File: config.mk
export PLATFORM = sky130hd
export DESIGN_NAME = fb_port_arbiter
export DESIGN_NICKNAME = d
export VERILOG_FILES = /design/src/rtl/fb_arb_pkg.sv /design/src/rtl/fb_wr_fifo.sv /design/src/rtl/fb_port_arbiter.sv
export SDC_FILE = /design/constraint.sdc
export NUM_CORES = 1
export LEC_CHECK = 0
export BUFFER_PORTS_ARGS = -buffer_cell sky130_fd_sc_hd__buf_2
export CAP_MARGIN = 5
export CORE_ASPECT_RATIO = 0.9
export CORE_UTILIZATION = 55
export CTS_CLUSTER_DIAMETER = 30
export DETAILED_ROUTE_END_ITERATION = 16
export PLACE_DENSITY = 0.75
export SLEW_MARGIN = 20
export SYNTH_ARGS = -nofsm -noshare
export SYNTH_HDL_FRONTEND = slang
export SYNTH_SLANG_ARGS = --single-unit
File: constraint.sdc
create_clock -name sclk -period 3.5 [get_ports sclk]
set_input_delay 0.35 -clock sclk [delete_from_list [all_inputs] [get_ports sclk]]
set_output_delay 0.35 -clock sclk [all_outputs]
set_load 0.1 [all_outputs]
File: src/rtl/fb_arb_pkg.sv
// Shared types and defaults for the frame-buffer port arbiter.
// Colour constants are RGB 3-3-2 (RRRGGGBB).
package fb_arb_pkg;

  localparam int ADDR_W_DEF     = 15;
  localparam int DATA_W_DEF     = 8;
  localparam int FB_WORDS_DEF   = 19200;
  localparam int FIFO_DEPTH_DEF = 4;

  typedef enum logic [0:0] {
    ST_IDLE  = 1'b0,
    ST_CLEAR = 1'b1
  } state_t;

  localparam logic [7:0] RGB_BLACK   = 8'h00;
  localparam logic [7:0] RGB_WHITE   = 8'hFF;
  localparam logic [7:0] RGB_RED     = 8'hE0;
  localparam logic [7:0] RGB_GREEN   = 8'h1C;
  localparam logic [7:0] RGB_BLUE    = 8'h03;
  localparam logic [7:0] RGB_MAGENTA = 8'hE3;

endpackage

File: src/rtl/fb_wr_fifo.sv
// First-word-fall-through FIFO for buffered pixel writes, with a synchronous flush.
// A push while full is accepted only when a pop retires an entry in the same cycle.
module fb_wr_fifo #(
  parameter int WIDTH = 23,
  parameter int DEPTH = 4
) (
  input  logic             sclk,
  input  logic             rst,
  input  logic             push,
  input  logic             pop,
  input  logic             flush,
  input  logic [WIDTH-1:0] din,
  output logic [WIDTH-1:0] dout,
  output logic             full,
  output logic             empty
);

  localparam int PTR_W = $clog2(DEPTH);

  logic [WIDTH-1:0] mem [DEPTH];
  logic [PTR_W-1:0] wr_ptr;
  logic [PTR_W-1:0] rd_ptr;
  logic [PTR_W:0]   count;
  logic             do_push;
  logic             do_pop;

  assign full    = (count == (PTR_W+1)'(DEPTH));
  assign empty   = (count == '0);
  assign do_pop  = pop & !empty;
  assign do_push = push & (!full | do_pop);
  assign dout    = mem[rd_ptr];

  always_ff @(posedge sclk or posedge rst) begin
    if (rst) begin
      wr_ptr <= '0;
      rd_ptr <= '0;
      count  <= '0;
    end else if (flush) begin
      wr_ptr <= '0;
      rd_ptr <= '0;
      count  <= '0;
    end else begin
      if (do_push) wr_ptr <= wr_ptr + 1'b1;
      if (do_pop)  rd_ptr <= rd_ptr + 1'b1;
      count <= count + (PTR_W+1)'(do_push) - (PTR_W+1)'(do_pop);
    end
  end

  always_ff @(posedge sclk) begin
    if (do_push && !flush) mem[wr_ptr] <= din;
  end

endmodule

File: src/rtl/fb_port_arbiter.sv
// Single-port frame-buffer arbiter: VGA reads first, then the clear engine,
// then buffered UART pixel writes.
module fb_port_arbiter
  import fb_arb_pkg::*;
#(
  parameter int ADDR_W     = ADDR_W_DEF,
  parameter int DATA_W     = DATA_W_DEF,
  parameter int FB_WORDS   = FB_WORDS_DEF,
  parameter int FIFO_DEPTH = FIFO_DEPTH_DEF
) (
  input  logic              sclk,
  input  logic              rst,
  input  logic              rd_req,
  input  logic [ADDR_W-1:0] rd_addr,
  output logic              rd_valid,
  output logic [DATA_W-1:0] rd_data,
  input  logic              wr_valid,
  output logic              wr_ready,
  input  logic [ADDR_W-1:0] wr_addr,
  input  logic [DATA_W-1:0] wr_data,
  input  logic              clr_start,
  input  logic [DATA_W-1:0] clr_data,
  output logic              clr_busy,
  output logic              ram_en,
  output logic              ram_we,
  output logic [ADDR_W-1:0] ram_addr,
  output logic [DATA_W-1:0] ram_wdata,
  input  logic [DATA_W-1:0] ram_rdata
);

  state_t                     state;
  logic [ADDR_W-1:0]          clr_addr;
  logic [DATA_W-1:0]          clr_colour;
  logic                       rd_pend;
  logic                       clr_grant;
  logic                       clr_last;
  logic                       fifo_push;
  logic                       fifo_pop;
  logic                       fifo_flush;
  logic                       fifo_full;
  logic                       fifo_empty;
  logic [ADDR_W+DATA_W-1:0]   fifo_dout;

  assign clr_busy   = (state == ST_CLEAR);
  // wr_ready uses the registered full flag, so a pop does not reopen it in the same cycle
  assign wr_ready   = !fifo_full & !clr_busy;
  assign fifo_push  = wr_valid & wr_ready;
  assign fifo_flush = (state == ST_IDLE) & clr_start;
  assign clr_grant  = !rd_req & clr_busy;
  assign fifo_pop   = !rd_req & !clr_busy & !fifo_empty;
  assign clr_last   = (clr_addr == ADDR_W'(FB_WORDS - 1));

  fb_wr_fifo #(
    .WIDTH (ADDR_W + DATA_W),
    .DEPTH (FIFO_DEPTH)
  ) u_wr_fifo (
    .sclk  (sclk),
    .rst   (rst),
    .push  (fifo_push),
    .pop   (fifo_pop),
    .flush (fifo_flush),
    .din   ({wr_addr, wr_data}),
    .dout  (fifo_dout),
    .full  (fifo_full),
    .empty (fifo_empty)
  );

  always_comb begin
    ram_en    = 1'b0;
    ram_we    = 1'b0;
    ram_addr  = '0;
    ram_wdata = '0;
    if (!rst) begin
      if (rd_req) begin
        ram_en   = 1'b1;
        ram_addr = rd_addr;
      end else if (clr_grant) begin
        ram_en    = 1'b1;
        ram_we    = 1'b1;
        ram_addr  = clr_addr;
        ram_wdata = clr_colour;
      end else if (!fifo_empty) begin
        ram_en    = 1'b1;
        ram_we    = 1'b1;
        ram_addr  = fifo_dout[ADDR_W+DATA_W-1:DATA_W];
        ram_wdata = fifo_dout[DATA_W-1:0];
      end
    end
  end

  always_ff @(posedge sclk or posedge rst) begin
    if (rst) begin
      state      <= ST_IDLE;
      clr_addr   <= '0;
      clr_colour <= '0;
    end else begin
      case (state)
        ST_IDLE: begin
          if (clr_start) begin
            state      <= ST_CLEAR;
            clr_addr   <= '0;
            clr_colour <= clr_data;
          end
        end
        ST_CLEAR: begin
          if (clr_grant) begin
            if (clr_last) state <= ST_IDLE;
            else          clr_addr <= clr_addr + 1'b1;
          end
        end
        default: state <= ST_IDLE;
      endcase
    end
  end

  // RAM returns data the cycle after the read; register it once more for the VGA side
  always_ff @(posedge sclk or posedge rst) begin
    if (rst) begin
      rd_pend  <= 1'b0;
      rd_valid <= 1'b0;
      rd_data  <= '0;
    end else begin
      rd_pend  <= rd_req;
      rd_valid <= rd_pend;
      if (rd_pend) rd_data <= ram_rdata;
    end
  end

endmodule

; ---- After elaboration in Yosys (flattened, before gate mapping)
; Memory sizes are Yosys's and may differ from the RTL's.
; Index checks and enable logic that the tools add are counted.
[word_totals]
mem_bits_rw = 92
in_bits = 59
word_cells = 70
memories = 1
ff_bits = 41
[mem_list]
columns = memory, depth, width, read_ports, rd_clocked_by_memory_dff, write_ports, line_no
row1 = u_wr_fifo.mem, 4, 23, 1, 0, 1, fb_wr_fifo.sv:20  ; logic [WIDTH-1:0] mem [DEPTH];
[op_classes]
bitwise = 10
reduce_logical = 11
mux = 29
n_eq_ne = 5
addsub = 5
[op_table]
columns = op, n
row1 = $mux W15, 7
row2 = $mux W8, 4
row3 = $pmux W15 S2, 1
row4 = $add A15 B1 Y15 const B, 1
row5 = $eq A15 B15 Y1 const B, 1
row6 = $mux W1, 11
row7 = $and A1 B1 Y1, 8
row8 = $mux W2, 4
row9 = $logic_not A1 Y1, 5
row10 = $add A2 B1 Y2 const B, 2
row11 = $ne A2 B2 Y1 const B, 2
row12 = $reduce_bool A2 Y1, 2
row13 = $add A3 B1 Y3, 1
row14 = $eq A3 B3 Y1 const B, 1
row15 = $logic_not A3 Y1, 1
row16 = $mux W3, 1
row17 = $reduce_and A3 Y1, 1
row18 = $sub A3 B1 Y3, 1
row19 = $ne A2 B1 Y1 const B, 1
row20 = $pmux W1 S2, 1
row21 = $reduce_and A2 Y1, 1
row22 = $logic_and A1 B1 Y1, 1
row23 = $not A1 Y1, 1
row24 = $or A1 B1 Y1, 1

; ---- Depth between registers and ports, before layout
[logic_depth]
ltp_word = 9
depth_mapped = 11

; ---- By module
; A second synthesis with hierarchy kept.
[hier_totals]
cells_unflattened = 412
area_unflattened_um2 = 5943.2
[modules_own_cells]
columns = module, seq_area_each_um2, cells_per_inst, area_per_inst_um2, n_inst
row1 = fb_wr_fifo, 2937.8, 167, 3817.4, 1
row2 = fb_port_arbiter, 850.8, 245, 2125.8, 1

; ---- Worst setup path after synthesis
; Ideal clock, no wire load.
[synth_path]
path_kind = register to output
start = register state, in the netlist clr_busy
end = output port ram_addr[0]
arrival_ns = 3.602
stages_incl_launch_ff = 4
setup_slack_ns = -0.452
t_required_ns = 3.150
path_cell_list = dfrtp_1 -> clkbuf_1 -> a221oi_1 -> nor3_1
[synth_between]
elab_chain_cells = 4
[synth_rtl]
columns = item, line_no
row1 = start: declaration, fb_port_arbiter.sv:31  ; state_t state;
row2 = start signal: assignment, fb_port_arbiter.sv:93  ; state <= ST_IDLE;
row3 = start signal: assignment, fb_port_arbiter.sv:100  ; state <= ST_CLEAR;
row4 = start signal: assignment, fb_port_arbiter.sv:107  ; if (clr_last) state <= ST_IDLE;
row5 = $and A1 B1 Y1, fb_port_arbiter.sv:49  ; assign clr_grant = !rd_req & clr_busy;
row6 = $mux W15, fb_port_arbiter.sv:77  ; end else if (clr_grant) begin
row7 = $mux W15, fb_port_arbiter.sv:74  ; if (rd_req) begin
row8 = $mux W15, fb_port_arbiter.sv:73  ; if (!rst) begin
row9 = end: declaration, fb_port_arbiter.sv:26  ; output logic [ADDR_W-1:0] ram_addr,
; No other way between the ends.

; ---- Worst setup path in the final report
[layout_path]
start = register state, in the netlist clr_busy
end = output port ram_addr[12]
; The elaborated chain is that of the path after synthesis.

==> load_flow_metrics.sql <==
INSERT INTO impl_metrics (metric_group, metric, value, unit) VALUES
('run_status', 'run_status', 'completed', ''),
('worst_hold_path', 'class_of_the_worst_hold_path', 'input pin to register', ''),
('grt', 'largest_net_degree_at_the_start_of_global_routing', '28', ''),
('yosys', 'synthMuxAreaShare', '0.113', ''),
('worst_setup_path', 'worstPathRequired', '3.15', 'ns'),
('yosys', 'ys_seq_area_frac', '0.669', ''),
('timing', 'setup_slack', '0.453', 'ns'),
('clock_tree', 'clk_root_buffer_cell', 'sky130_fd_sc_hd__clkbuf_16', ''),
('finish', 'drive_gt1_frac', '0.350', ''),
('clock_tree', 'count_of_hold_fix_buffers_inserted_at_cts', '0', ''),
('worst_setup_path', 'setup.worst_path.end_class', 'primary output', ''),
('worst_setup_path', 'crit_path_arrival_time', '2.70', 'ns'),
('yosys', 'synthesized_nets', '445', ''),
('timing', 'final-setup-viol-count', '0', ''),
('grt', 'track_usage', '0.240', ''),
('route', 'ant_nets', '0', ''),
('route', 'detail_route.wl_per_cell', '19.4', 'um'),
('floorplanning', 'floorplan.die.width', '109', 'um'),
('power', 'power_per_cell_area', '619', 'nW/um^2'),
('yosys', 'synthesis.yosys.warnings', '0', ''),
('yosys', 'ys_async_sr_fraction', '0.308', ''),
('worst_setup_path', 'worstPathCellList', 'nor3_2, buf_4, a222oi_1, nor2_1, buf_2', ''),
('clock_tree', 'clkTransAtPathRegs', '0.06', 'ns'),
('timing', 'rsz0062_at_grt', 'no', ''),
('grt', 'grt_pass1_wl', '18500', 'um'),
('job', 'max-cap-violations', '0', ''),
('route', 'first_pass_iters', '8', ''),
('floorplanning', 'die-area', '10700', 'um^2'),
('timing', 'final_min_period_over_clock_period', '0.871', ''),
('yosys', 'summed_instance_area_of_the_synthesized_netlist', '5660', 'um^2'),
('yosys', 'adder_and_majority_cell_fraction_of_the_synthesized_area', '0.0190', ''),
('finish', 'seqCellArea', '3790', 'um^2'),
('clock_tree', 'clock_buffers_created_by_tritoncts', '17', ''),
('place', 'hpwlAfterDp', '7860', 'um'),
('finish', 'nFillCells', '663', ''),
('worst_setup_path', 'critical_path_class', 'register to primary output', ''),
('yosys', 'synth_top_family_by_area', 'multiplexers', ''),
('worst_setup_path', 'critical-path-top-delay-family', 'buffers and inverters', ''),
('timing', 'final.setup_skew', '0.00719', 'ns'),
('yosys', 'post_synth.cell_area_avg', '15.0', 'um^2'),
('yosys', 'netlist_top_cells_count', 'sky130_fd_sc_hd__edfxtp_1, sky130_fd_sc_hd__dfrtp_1, sky130_fd_sc_hd__nor2_1, sky130_fd_sc_hd__nand2_1, sky130_fd_sc_hd__mux4_2', ''),
('finish', 'antenna_cells_inserted', '0', ''),
('yosys', 'ys.flop_type', 'sky130_fd_sc_hd__edfxtp_1', ''),
('yosys', 'synth_compound_gate_area_share', '0.0603', ''),
('route', 'drt-total-wl', '12000', 'um'),
('route', 'iteration_0_drc_count_of_the_detailed_router', '265', ''),
('timing', 'period_needed', '3.05', 'ns'),
('worst_setup_path', 'crit_buf_inv', '2', ''),
('route', 'via_count', '3627', ''),
('floorplanning', 'num_rows', '34', ''),
('finish', 'synthToLayoutAreaGrowth', '21.2', '%'),
('timing', 'hold_fails_final_rpt', '0', ''),
('floorplanning', 'core_area', '9830', 'um^2'),
('clock_tree', 'post_cts_resize_count', '0', ''),
('grt', 'first_global_vias', '3593', ''),
('worst_setup_path', 'critPathLaunchType', 'register', ''),
('route', 'drc', '0', ''),
('timing', 'finalMaxSlewViolations', '0', ''),
('timing', 'fin_setup_tns', '0', 'ns'),
('floorplanning', 'die_height', '98.3', 'um'),
('place', 'port_buffers', '94', ''),
('timing', 'max_freq', '0.328', 'GHz'),
('clock_tree', 'latest_clock_arrival_within_the_worst_skew_pair', '0.42', 'ns'),
('worst_setup_path', 'crit_path_top_delay_cell', 'sky130_fd_sc_hd__dfrtp_1', ''),
('timing', 'slew-limit-headroom', '0.469', ''),
('clock_tree', 'tritoncts_clock_tree', 'built', ''),
('grt', 'initial_antenna_violation_count', '0', ''),
('worst_setup_path', 'critical_path_peak_fanout', '18', ''),
('power', 'max-vdd-ir-drop', '0.000520', 'V'),
('yosys', 'post_synth_and_or_nand_nor_area_fraction', '0.0975', ''),
('floorplanning', 'floorplan.initialDensity', '0.576', '');
-- state kept, by name, indices dropped and copies added, names as in the netlist, 2 cells and up --
register and count:
u_wr_fifo.wr_ptr 2, clr_colour 8, u_wr_fifo.rd_ptr 2, u_wr_fifo.count 3, u_wr_fifo.mem 92, clr_addr 15, rd_data 8
-- layout by cell type, fill, tap and decap left out, types with 4 or more instances in the layout --
master | netlist | layout
sky130_fd_sc_hd__nor4_1 | 7 | 7
sky130_fd_sc_hd__mux2_2 | 8 | 8
sky130_fd_sc_hd__nor2_1 | 41 | 41
sky130_fd_sc_hd__mux4_2 | 23 | 23
sky130_fd_sc_hd__nand2_1 | 35 | 35
sky130_fd_sc_hd__a222oi_1 | 10 | 10
sky130_fd_sc_hd__clkinvlp_4 | 0 | 4
sky130_fd_sc_hd__a221oi_1 | 5 | 5
sky130_fd_sc_hd__clkbuf_16 | 0 | 17
sky130_fd_sc_hd__a22oi_1 | 8 | 8
sky130_fd_sc_hd__inv_1 | 12 | 12
sky130_fd_sc_hd__edfxtp_1 | 92 | 92
sky130_fd_sc_hd__nand3_1 | 5 | 5
sky130_fd_sc_hd__and2_1 | 6 | 6
sky130_fd_sc_hd__inv_6 | 0 | 5
sky130_fd_sc_hd__buf_2 | 4 | 94
sky130_fd_sc_hd__a21oi_1 | 7 | 7
sky130_fd_sc_hd__ha_1 | 7 | 7
sky130_fd_sc_hd__xnor2_1 | 8 | 8
sky130_fd_sc_hd__buf_4 | 0 | 12
sky130_fd_sc_hd__dfrtp_1 | 41 | 41
-- logic make-up (layout without fill, tap and decap cells) --
| group | after synthesis | in the layout |
|---|---|---|
| flip-flops | 133 | 133 |
| AO/OA/AOI/OAI | 42 | 42 |
| AND/OR/NAND/NOR | 116 | 116 |
| multiplexers | 34 | 34 |
| buffers and inverters | 36 | 149 |
| adder cells (fa/ha/maj) | 8 | 8 |
| XOR/XNOR | 9 | 9 |
-- metal layers --
metal,up-vias,global-route usage,routed length [um]
li1,1655,-,-
met1,1825,0.326,5180
met2,135,0.372,5810
met3,12,0.0654,849
met4,0,0.0894,139
met5,-,0,0
-- tightest hold or removal path: stages --
cell and delay (ns):
sky130_fd_sc_hd__buf_2 0.07, sky130_fd_sc_hd__nand2_1 0.04, sky130_fd_sc_hd__nand2_1 0.04
-- through the flow --
step / cells / hold WS, ns / total power [mW] / cell area (um^2) / util
2_1_floorplan: 378 / 0.352 / 2.40 / 5670 / -
3_5_place_dp: 586 / 0.468 / 2.56 / 6280 / 0.640
3_3_place_gp: 586 / 0.460 / 2.53 / 6280 / 0.640
5_1_grt: 617 / 0.133 / 4.40 / 6860 / 0.698
4_1_cts: 617 / 0.114 / 4.26 / 6860 / 0.698
6_report: 617 / 0.121 / 4.25 / 6860 / 0.698
-- path summary, 6_finish.rpt --
path                            slack, ns  depth (start not counted)          start            endpoint
min in group asynchronous            0.35                          2            rst        clr_addr[11]
max in group asynchronous            2.30                          3            rst  u_wr_fifo.count[2]
worst min-delay path                 0.12                          3    clr_data[6]       clr_colour[6]
worst max register to register       0.87                          9       clr_busy  u_wr_fifo.count[2]
worst min register to register       0.48                          2  clr_colour[3]       clr_colour[3]
worst max-delay path                 0.45                          5       clr_busy        ram_addr[12]
-- where the power goes --
group	switching, mW	internal, mW
registers	0.0954	1.76
clock network	0.673	1.05
logic	0.440	0.226
-- area by class of cell --
cell class / count / area share
Clock buffer: 17 / 0.0620
Clock inverter: 14 / 0.0221
Inverter: 12 / 0.00656
Multi-Input combinational cell: 209 / 0.253
Sequential cell: 133 / 0.552
Tap cell: 126 / 0.0230
Timing Repair Buffer: 106 / 0.0817
(Power assumes the default switching activity.)
